$ cat src/rtl/clk_div_pkg.sv
// Shared types and constants for the programmable clock divider controller.
package clk_div_pkg;

  localparam int unsigned DIV_W   = 8;
  localparam int unsigned MIN_DIV = 2;

  typedef enum logic [1:0] {
    IDLE = 2'd0,
    RUN  = 2'd1,
    STOP = 2'd2
  } state_e;

endpackage

$ cat src/rtl/clk_div_ctrl_if.sv
// Control/status bundle between the CSR side (master) and clk_div_ctrl (slave).
// Optional macro CLK_DIV_CTRL_ERR_EN adds the err / err_clr pair.
interface clk_div_ctrl_if
  import clk_div_pkg::*;
#(
  parameter int unsigned DIV_W = clk_div_pkg::DIV_W
) ();

  logic             enable;
  logic             cfg_valid;
  logic [DIV_W-1:0] cfg_div;
  logic             cfg_ready;
  logic             outClk;
  logic             tick;
  logic             busy;
  logic [DIV_W-1:0] cur_div;
`ifdef CLK_DIV_CTRL_ERR_EN
  logic             err;
  logic             err_clr;

  modport master (
    output enable, cfg_valid, cfg_div, err_clr,
    input  cfg_ready, outClk, tick, busy, cur_div, err
  );

  modport slave (
    input  enable, cfg_valid, cfg_div, err_clr,
    output cfg_ready, outClk, tick, busy, cur_div, err
  );
`else
  modport master (
    output enable, cfg_valid, cfg_div,
    input  cfg_ready, outClk, tick, busy, cur_div
  );

  modport slave (
    input  enable, cfg_valid, cfg_div,
    output cfg_ready, outClk, tick, busy, cur_div
  );
`endif

endinterface

$ cat src/rtl/clk_div_core.sv
// Period counter and divided-clock register; a period restarts whenever run rises.
module clk_div_core #(
  parameter int unsigned DIV_W = 8
) (
  input  logic             clk,
  input  logic             rst,
  input  logic             run,
  input  logic [DIV_W-1:0] div,
  output logic             out_clk,
  output logic             last
);

  logic [DIV_W-1:0] r_cnt;
  logic [DIV_W-1:0] w_cnt_inc;
  logic             r_run;
  logic             r_out_clk;

  assign w_cnt_inc = r_cnt + DIV_W'(1);
  assign last      = r_run && (r_cnt == (div - DIV_W'(1)));
  assign out_clk   = r_out_clk;

  // Count 0..div-1; high phase is the first div>>1 counts of each period.
  always_ff @(posedge clk or posedge rst) begin
    if (rst) begin
      r_run     <= 1'b0;
      r_cnt     <= '0;
      r_out_clk <= 1'b0;
    end else begin
      r_run <= run;
      if (!run) begin
        r_cnt     <= '0;
        r_out_clk <= 1'b0;
      end else if (!r_run || last) begin
        r_cnt     <= '0;
        r_out_clk <= 1'b1;
      end else begin
        r_cnt     <= w_cnt_inc;
        r_out_clk <= (w_cnt_inc < (div >> 1));
      end
    end
  end

endmodule

$ cat src/rtl/clk_div_ctrl.sv
// Run/stop and ratio controller for the programmable clock divider.
// Optional macro CLK_DIV_CTRL_ERR_EN: ratios below 2 are dropped and flagged on err.
module clk_div_ctrl
  import clk_div_pkg::*;
#(
  parameter int unsigned DIV_W       = clk_div_pkg::DIV_W,
  parameter int unsigned DEFAULT_DIV = 4
) (
  input  logic           inClk,
  input  logic           reset,
  clk_div_ctrl_if.slave  bus
);

  state_e           r_state;
  state_e           w_state_nxt;
  logic             w_run;
  logic             w_idle;
  logic             w_last;
  logic             w_out_clk;
  logic             w_xfer;
  logic             w_bad;
  logic [DIV_W-1:0] w_div_in;
  logic             w_pend_vld_nxt;
  logic [DIV_W-1:0] r_cur_div;
  logic [DIV_W-1:0] r_pend_div;
  logic             r_pend_vld;
  logic             r_cfg_ready;
  logic             r_busy;

  // State register.
  always_ff @(posedge inClk or posedge reset) begin
    if (reset) r_state <= IDLE;
    else       r_state <= w_state_nxt;
  end

  // Next state: stopping only completes on a period boundary.
  always_comb begin
    w_state_nxt = r_state;
    case (r_state)
      IDLE:    if (bus.enable) w_state_nxt = RUN;
      RUN:     if (!bus.enable) w_state_nxt = STOP;
      STOP: begin
        if (bus.enable)  w_state_nxt = RUN;
        else if (w_last) w_state_nxt = IDLE;
      end
      default: w_state_nxt = IDLE;
    endcase
  end

  // FSM decodes feeding the counter and the ratio logic.
  always_comb begin
    w_run  = 1'b0;
    w_idle = 1'b0;
    w_run  = (w_state_nxt != IDLE);
    w_idle = (r_state == IDLE);
  end

  // Qualify the offered ratio: clamp, or mark it for discard when errors are tracked.
  always_comb begin
    w_xfer   = bus.cfg_valid && r_cfg_ready;
    w_bad    = 1'b0;
    w_div_in = bus.cfg_div;
`ifdef CLK_DIV_CTRL_ERR_EN
    w_bad    = (bus.cfg_div < DIV_W'(MIN_DIV));
`else
    if (bus.cfg_div < DIV_W'(MIN_DIV)) w_div_in = DIV_W'(MIN_DIV);
`endif
  end

  // Pending flag: a transfer can only land while pend_vld is clear, so it never collides with a swap.
  always_comb begin
    w_pend_vld_nxt = r_pend_vld;
    if (!w_idle && w_last && r_pend_vld) w_pend_vld_nxt = 1'b0;
    if (!w_idle && w_xfer && !w_bad)     w_pend_vld_nxt = 1'b1;
  end

  // Ratio registers: direct load when idle, otherwise staged until the next boundary.
  always_ff @(posedge inClk or posedge reset) begin
    if (reset) begin
      r_cur_div   <= DIV_W'(DEFAULT_DIV);
      r_pend_div  <= DIV_W'(DEFAULT_DIV);
      r_pend_vld  <= 1'b0;
      r_cfg_ready <= 1'b1;
    end else begin
      if (w_idle) begin
        if (w_xfer && !w_bad) r_cur_div <= w_div_in;
      end else begin
        if (w_last && r_pend_vld) r_cur_div  <= r_pend_div;
        if (w_xfer && !w_bad)     r_pend_div <= w_div_in;
      end
      r_pend_vld  <= w_pend_vld_nxt;
      r_cfg_ready <= !w_pend_vld_nxt;
    end
  end

  // Registered busy flag tracks the state being entered.
  always_ff @(posedge inClk or posedge reset) begin
    if (reset) r_busy <= 1'b0;
    else       r_busy <= w_run;
  end

`ifdef CLK_DIV_CTRL_ERR_EN
  logic r_err;

  // Sticky error; a new bad ratio outranks a simultaneous clear.
  always_ff @(posedge inClk or posedge reset) begin
    if (reset)                r_err <= 1'b0;
    else if (w_xfer && w_bad) r_err <= 1'b1;
    else if (bus.err_clr)     r_err <= 1'b0;
  end

  assign bus.err = r_err;
`endif

  clk_div_core #(
    .DIV_W (DIV_W)
  ) u_core (
    .clk     (inClk),
    .rst     (reset),
    .run     (w_run),
    .div     (r_cur_div),
    .out_clk (w_out_clk),
    .last    (w_last)
  );

  assign bus.outClk    = w_out_clk;
  assign bus.tick      = w_last;
  assign bus.busy      = r_busy;
  assign bus.cur_div   = r_cur_div;
  assign bus.cfg_ready = r_cfg_ready;

endmodule
$ cat src/flat_wrapper.sv
// flat-port wrapper written by rule: the top's interface ports become plain ports
module clk_div_ctrl_flat import clk_div_pkg::*;
#(
  parameter int unsigned DIV_W       = clk_div_pkg::DIV_W,
  parameter int unsigned DEFAULT_DIV = 4
)
  (inClk, reset, bus_enable, bus_cfg_valid, bus_cfg_div, bus_cfg_ready, bus_outClk, bus_tick, bus_busy, bus_cur_div);
  clk_div_ctrl_if #(.DIV_W(DIV_W)) bus_i ();
  input  logic inClk;
  input  logic reset;
  input wire logic [$bits(bus_i.enable)-1:0] bus_enable;
  input wire logic [$bits(bus_i.cfg_valid)-1:0] bus_cfg_valid;
  input wire logic [$bits(bus_i.cfg_div)-1:0] bus_cfg_div;
  output wire logic [$bits(bus_i.cfg_ready)-1:0] bus_cfg_ready;
  output wire logic [$bits(bus_i.outClk)-1:0] bus_outClk;
  output wire logic [$bits(bus_i.tick)-1:0] bus_tick;
  output wire logic [$bits(bus_i.busy)-1:0] bus_busy;
  output wire logic [$bits(bus_i.cur_div)-1:0] bus_cur_div;
  assign bus_i.enable = bus_enable;
  assign bus_i.cfg_valid = bus_cfg_valid;
  assign bus_i.cfg_div = bus_cfg_div;
  assign bus_cfg_ready = bus_i.cfg_ready;
  assign bus_outClk = bus_i.outClk;
  assign bus_tick = bus_i.tick;
  assign bus_busy = bus_i.busy;
  assign bus_cur_div = bus_i.cur_div;
  clk_div_ctrl #(.DIV_W(DIV_W), .DEFAULT_DIV(DEFAULT_DIV)) u_core (.inClk(inClk), .reset(reset), .bus(bus_i));
endmodule
$ cat config.mk
export PLATFORM = sky130hd
export DESIGN_NAME = clk_div_ctrl_flat
export DESIGN_NICKNAME = d
export VERILOG_FILES = /design/src/rtl/clk_div_pkg.sv /design/src/rtl/clk_div_ctrl_if.sv /design/src/rtl/clk_div_core.sv /design/src/rtl/clk_div_ctrl.sv /design/src/flat_wrapper.sv
export SDC_FILE = /design/constraint.sdc
export NUM_CORES = 1
export LEC_CHECK = 0
export ABC_AREA = 1
export CORE_MARGIN = 2
export CORE_UTILIZATION = 58
export DETAILED_ROUTE_END_ITERATION = 10
export PLACE_DENSITY = 0.92
export SETUP_SLACK_MARGIN = 0.1
export SLEW_MARGIN = 20
export SYNTH_ARGS = -nofsm -noshare
export SYNTH_HDL_FRONTEND = slang
export SYNTH_SLANG_ARGS = --single-unit
$ cat constraint.sdc
create_clock -name inClk -period 6 [get_ports inClk]
set_input_delay 1.5 -clock inClk [delete_from_list [all_inputs] [get_ports inClk]]
set_output_delay 1.5 -clock inClk [all_outputs]
set_load 0.03 [all_outputs]
# After elaboration in Yosys (flattened, before gate mapping)
# Index checks and enable logic that the tools add are counted.
# word_totals
reg_bits,30
inputBits,12
out_inout_bits,12
word_cells,47
# op_classes
addsub,2
magnitude_cmp,2
eq_ne,4
muxes,15
bitwise,1
reduce_logical,15
# ops
cell,n
two-way mux 8 bit,6
adder 8 x 1 -> 8 bit (second input constant),1
equality test 8 bit,1
< comparator 8 x 2 -> 1 bit (second input constant),1
< comparator 8 x 7 -> 1 bit,1
two-way mux 2 bit,4
subtractor 8 x 1 -> 8 bit (second input constant),1
logical AND 1 bit,6
one-hot mux 2 bit (3 select lines),1
two-way mux 1 bit,4
AND reduction 2 bit,2
nonzero test 2 bit,2
logical NOT 1 bit,3
equality test 2 x 1 -> 1 bit (second input constant),1
equality test 2 bit (second input constant),1
logical NOT 2 bit,1
!= test 2 bit (second input constant),1
logical OR 1 bit,1
inverter 1 bit,1

# Depth between registers and ports, before layout
# logic_depth
depth_word,8
depth_mapped,15
depth_no_buf,15

# Cells and area by module
# Synthesis repeated with hierarchy kept, for this count alone.
# unflattened
cells_unflattened,269
hier_area_um2,1966.9
# by_module_without_submodules
module,instances,cells_each,area_each_um2
clk_div_ctrl,1,115,1027.2
clk_div_core,1,154,939.7

# Worst setup path before layout
# No wires, ideal clock.
# synth_path
path_type,register -> output
startpoint,"reg u_core.r_cur_div[0], in the netlist u_core.bus.cur_div[0]"
endpoint,out bus_tick
arrival_time_ps,1759
setup_slack_ps,2741
stages_incl_launch_ff,13
path_buffers,0
path_cell_list,dfrtp_1 -> inv_2 -> ha_1 -> inv_1 -> nand2_1 -> nand2_1 -> nor2_1 -> nand2_1 -> nor2_1 -> nand3_2 -> nor2_4 -> inv_2 -> nor2_4
# synth_via
elab_chain_len,3
# synth_rtl
item,line,rtl
"start, declared",clk_div_ctrl.sv:24,logic [DIV_W-1:0] r_cur_div;
"start signal, assigned",clk_div_ctrl.sv:80,r_cur_div <= DIV_W'(DEFAULT_DIV);
"start signal, assigned",clk_div_ctrl.sv:86,if (w_xfer && !w_bad) r_cur_div <= w_div_in;
"start signal, assigned",clk_div_ctrl.sv:88,if (w_last && r_pend_vld) r_cur_div <= r_pend_div;
subtractor 8 x 1 -> 8 bit,clk_div_core.sv:19,assign last = r_run && (r_cnt == (div - DIV_W'(1)));
equality test 8 bit,clk_div_core.sv:19,
logical AND 1 bit,clk_div_core.sv:19,
"end, declared",flat_wrapper.sv:16,output wire logic [$bits(bus_i.tick)-1:0] bus_tick;
# Every way passes these cells.

# Worst setup path in the final report
# layout_path
startpoint,"reg u_core.r_cur_div[1], in the netlist u_core.bus.cur_div[1]"
endpoint,out bus_tick
# The elaborated chain is that of the path after synthesis.

==> results_dict.tcl <==
set metrics [dict create \
    outcome "complete, no violations" \
    hold_path_depth 2 \
    synth_seq_cells 30 \
    grt_pass1_wl_um 6830 \
    grt_max_degree 31 \
    dr_total_vias 1723 \
    yosys-top-cells-area "dfrtp_1 35%, nand2_1 16%, inv_1 6.4%" \
    rows 20 \
    tritoncts "built" \
    port_buffers 23 \
    combPwrFrac_pct 22.3 \
    cp.arrival_ps 2590 \
    setup_viol 0 \
    clockPowerShare_pct 27.1 \
    syn_nets 279 \
    grt_remaining_overflow 0 \
    die_area_um2 3810 \
    synthToLayoutAreaGrowth_pct 16.7 \
    swShare_pct 31.9 \
    end_kind "primary output" \
    crit_chain "inv_1, ha_1, inv_1, nand2_1, nand2_1, nor2_1, nand2_1, nor2_1, nand3_2, nor2_4, inv_2, nor2_4, clkdlybuf4s50_1" \
    h-tree-depth 2 \
    cts.sinks 30 \
    nFillCells 252 \
    syn_area_um2 1930 \
    synth_most_common_cell "nand2_1" \
    cts-root-buf "clkbuf_4" \
    r2r_start "u_core.bus.cur_div[1]" \
    nets 305 \
    critPathLaunchType "register" \
    worstMarginPinSlew_ps 635 \
    leakage_nw 1.12 \
    die_w_um 61.7 \
    pre_cts_ws_ps 2280 \
    cp_max_fo 5 \
    wl_per_cell_um 12.1 \
    r2r_slack_ps 3780 \
    yosys_most_used_dff "dfrtp_1" \
    hold_class "register to register" \
    critPathKind "register to primary output" \
    ir_worst_vdd_uv 155 \
    placed_area_um2 2190 \
    avgSynthCellArea_um2 7.45 \
    finalSetupTns_ps 0 \
    ant_nets 0 \
    fmax_mhz 244 \
    initial_core_util_pct 62.2 \
    period_share_pct 68.2 \
    hold_end "u_core.r_pend_div[2]" \
    slew_headroom_pct 57.6 \
    hold_buffers 0 \
    n_antenna_cell 0 \
    fin_util_pct 72.6 \
    power_density_nw_per_um2 207 \
    synth_largest_area_cell "dfrtp_1" \
    worst_clock_skew_ps 9.01 \
    fin_crit_ps 4090 \
    seq_area_um2 754 \
    crit_required_ps 4500 \
    final_max_slew_viol_count 0 \
    cts.repair.resized 0 \
    synthTopCellsByCount "83 x nand2_1, 33 x inv_1, 27 x dfrtp_1" \
    clkLatencyLatePin_ps 340 \
    synth_cell_types 30 \
    grt_pass1_vias 1557 \
    cts.clk_slew.worst_paths_ps 100 \
    io_pins 24 \
    multi_input_area_um2 996 \
    synthCells 259 \
    final_area_um2 2250 \
    r2r_cells 13 \
    place_hpwl_um 3020 \
    synthArstFlopShare_pct 100 \
    total_power_mw 0.466 \
    sequentialPowerShare_pct 50.6 \
    firstDrtPassIters 4 \
    cts_buffers 5 \
    max_stage_delay_ps 670 \
    yosys_warnings 0 \
    antenna_found_initial 0 \
    die_height_um 61.7 \
    crit_slowest_cell "clkdlybuf4s50_1" \
    remaining_drc_errors 0 \
    gp_congestion 0.830 \
    clock_path_buffers 2 \
    drive_gt1_share_pct 14.7 \
    drt_iter0_drc 82 \
    hold_viol 0 \
    intPower_mw 0.317 \
    p_sw_mw 0.149 \
    core-area_um2 3100 \
    avgViaCountPerCell 5.22 \
    max_cap_violations 0 \
    routed_wl_um 3980 \
    reg2reg_to "u_core.u_core.r_cnt[7]" \
    synth_edf_count 0 \
    post-cts-setup-buffers 0 \
    path_common_cell "nand2_1" \
    fin_ws_ps 1910 \
    rsz0062_at_grt "false" \
    grt_use_total_pct 24.8 \
    synth_top_area_share_pct 35.0 \
    min_from "u_core.r_pend_div[2]" \
    synth_seq_area_share_pct 39.1 \
]
## cells by family (layout without fill, tap and decap cells)
group	count (synthesis)	after routing	share of synthesized area [%]
adders and majority gates	8	8	5.18
xor gates and xnor gates	9	9	4.08
and+or+nand+nor	133	133	32.0
AOI/OAI and AO/OA	33	33	10.4
buffers and inverters	46	73	9.33
DFF	30	30	39.1
## layout by cell type, fill, tap and decap left out, drive strengths merged
cell           netlist  routed
dfrtp               27      27
clkbuf               3       7
nand3b               1       1
nand3               17      17
or2                  1       1
nand4                4       4
nor4                 1       1
clkinv               1       2
dfstp                3       3
xor2                 7       7
nor3                 4       4
clkdlybuf4s50        0      23
o21a                 2       2
nand2               86      86
a21oi               14      14
ha                   8       8
nor2                19      19
o21ai               17      17
inv                 41      41
xnor2                2       2
## worst max path at each step
| stage | depth (start not counted) | end | from |
|---|---|---|---|
| 5_1_grt | 12 | bus_tick | u_core.bus.cur_div[0] |
| 4_1_cts | 13 | bus_tick | u_core.bus.cur_div[1] |
| 3_3_place_gp | 13 | bus_tick | u_core.bus.cur_div[0] |
| 2_1_floorplan | 12 | bus_tick | u_core.bus.cur_div[0] |
| 3_5_place_dp | 13 | bus_tick | u_core.bus.cur_div[1] |
| 6_report | 13 | bus_tick | u_core.bus.cur_div[1] |
## routing by layer
layer	wire (um)	track usage [%]	up-vias
met2	1870	38.2	40
met4	86	10.6	0
met3	188	6.00	8
met5	0	0	-
met1	1840	33.5	814
li1	-	-	861
## flip-flops by register name, indices dropped and copies added, names as in the netlist
name                   cells
u_core.bus.busy            1
u_core.bus.cfg_ready       1
u_core.u_core.r_cnt        8
u_core.r_pend_div          8
u_core.bus.cur_div         8
u_core.r_state             2
u_core.r_pend_vld          1
u_core.u_core.out_clk      1
## through the flow
stage | std cells | hold slack, ps
CTS | 330 | 499
detailed placement | 322 | 474
global route | 330 | 532
floorplan | 259 | 453
finish | 330 | 496
global placement | 322 | 467
## power by group through the flow
stage	Sequential (mW)	Combinational (mW)	Clock (mW)
after floorplan	0.247	0.0629	0
after global placement	0.239	0.100	0
after detailed placement	0.240	0.103	0
after CTS	0.236	0.104	0.132
after global routing	0.238	0.118	0.139
final	0.236	0.104	0.127
## worst max-delay path, delay by kind of cell (launching register included)
family,cells,cell delay (ps)
adders and majority gates,1,290
buffers and inverters,4,850
and+or+nand+nor,8,670
DFF,1,440
## final cells by class
class                      instances  share of cell area (%)
sequential                        30                    33.5
clock buffer                       7                    2.44
clock inverter                     1                   0.222
timing repair buffer              23                    10.2
tap                               44                    2.44
multi-input combinational        183                    44.2
inverter                          42                    7.00
Power figures use the tool's default switching activity.
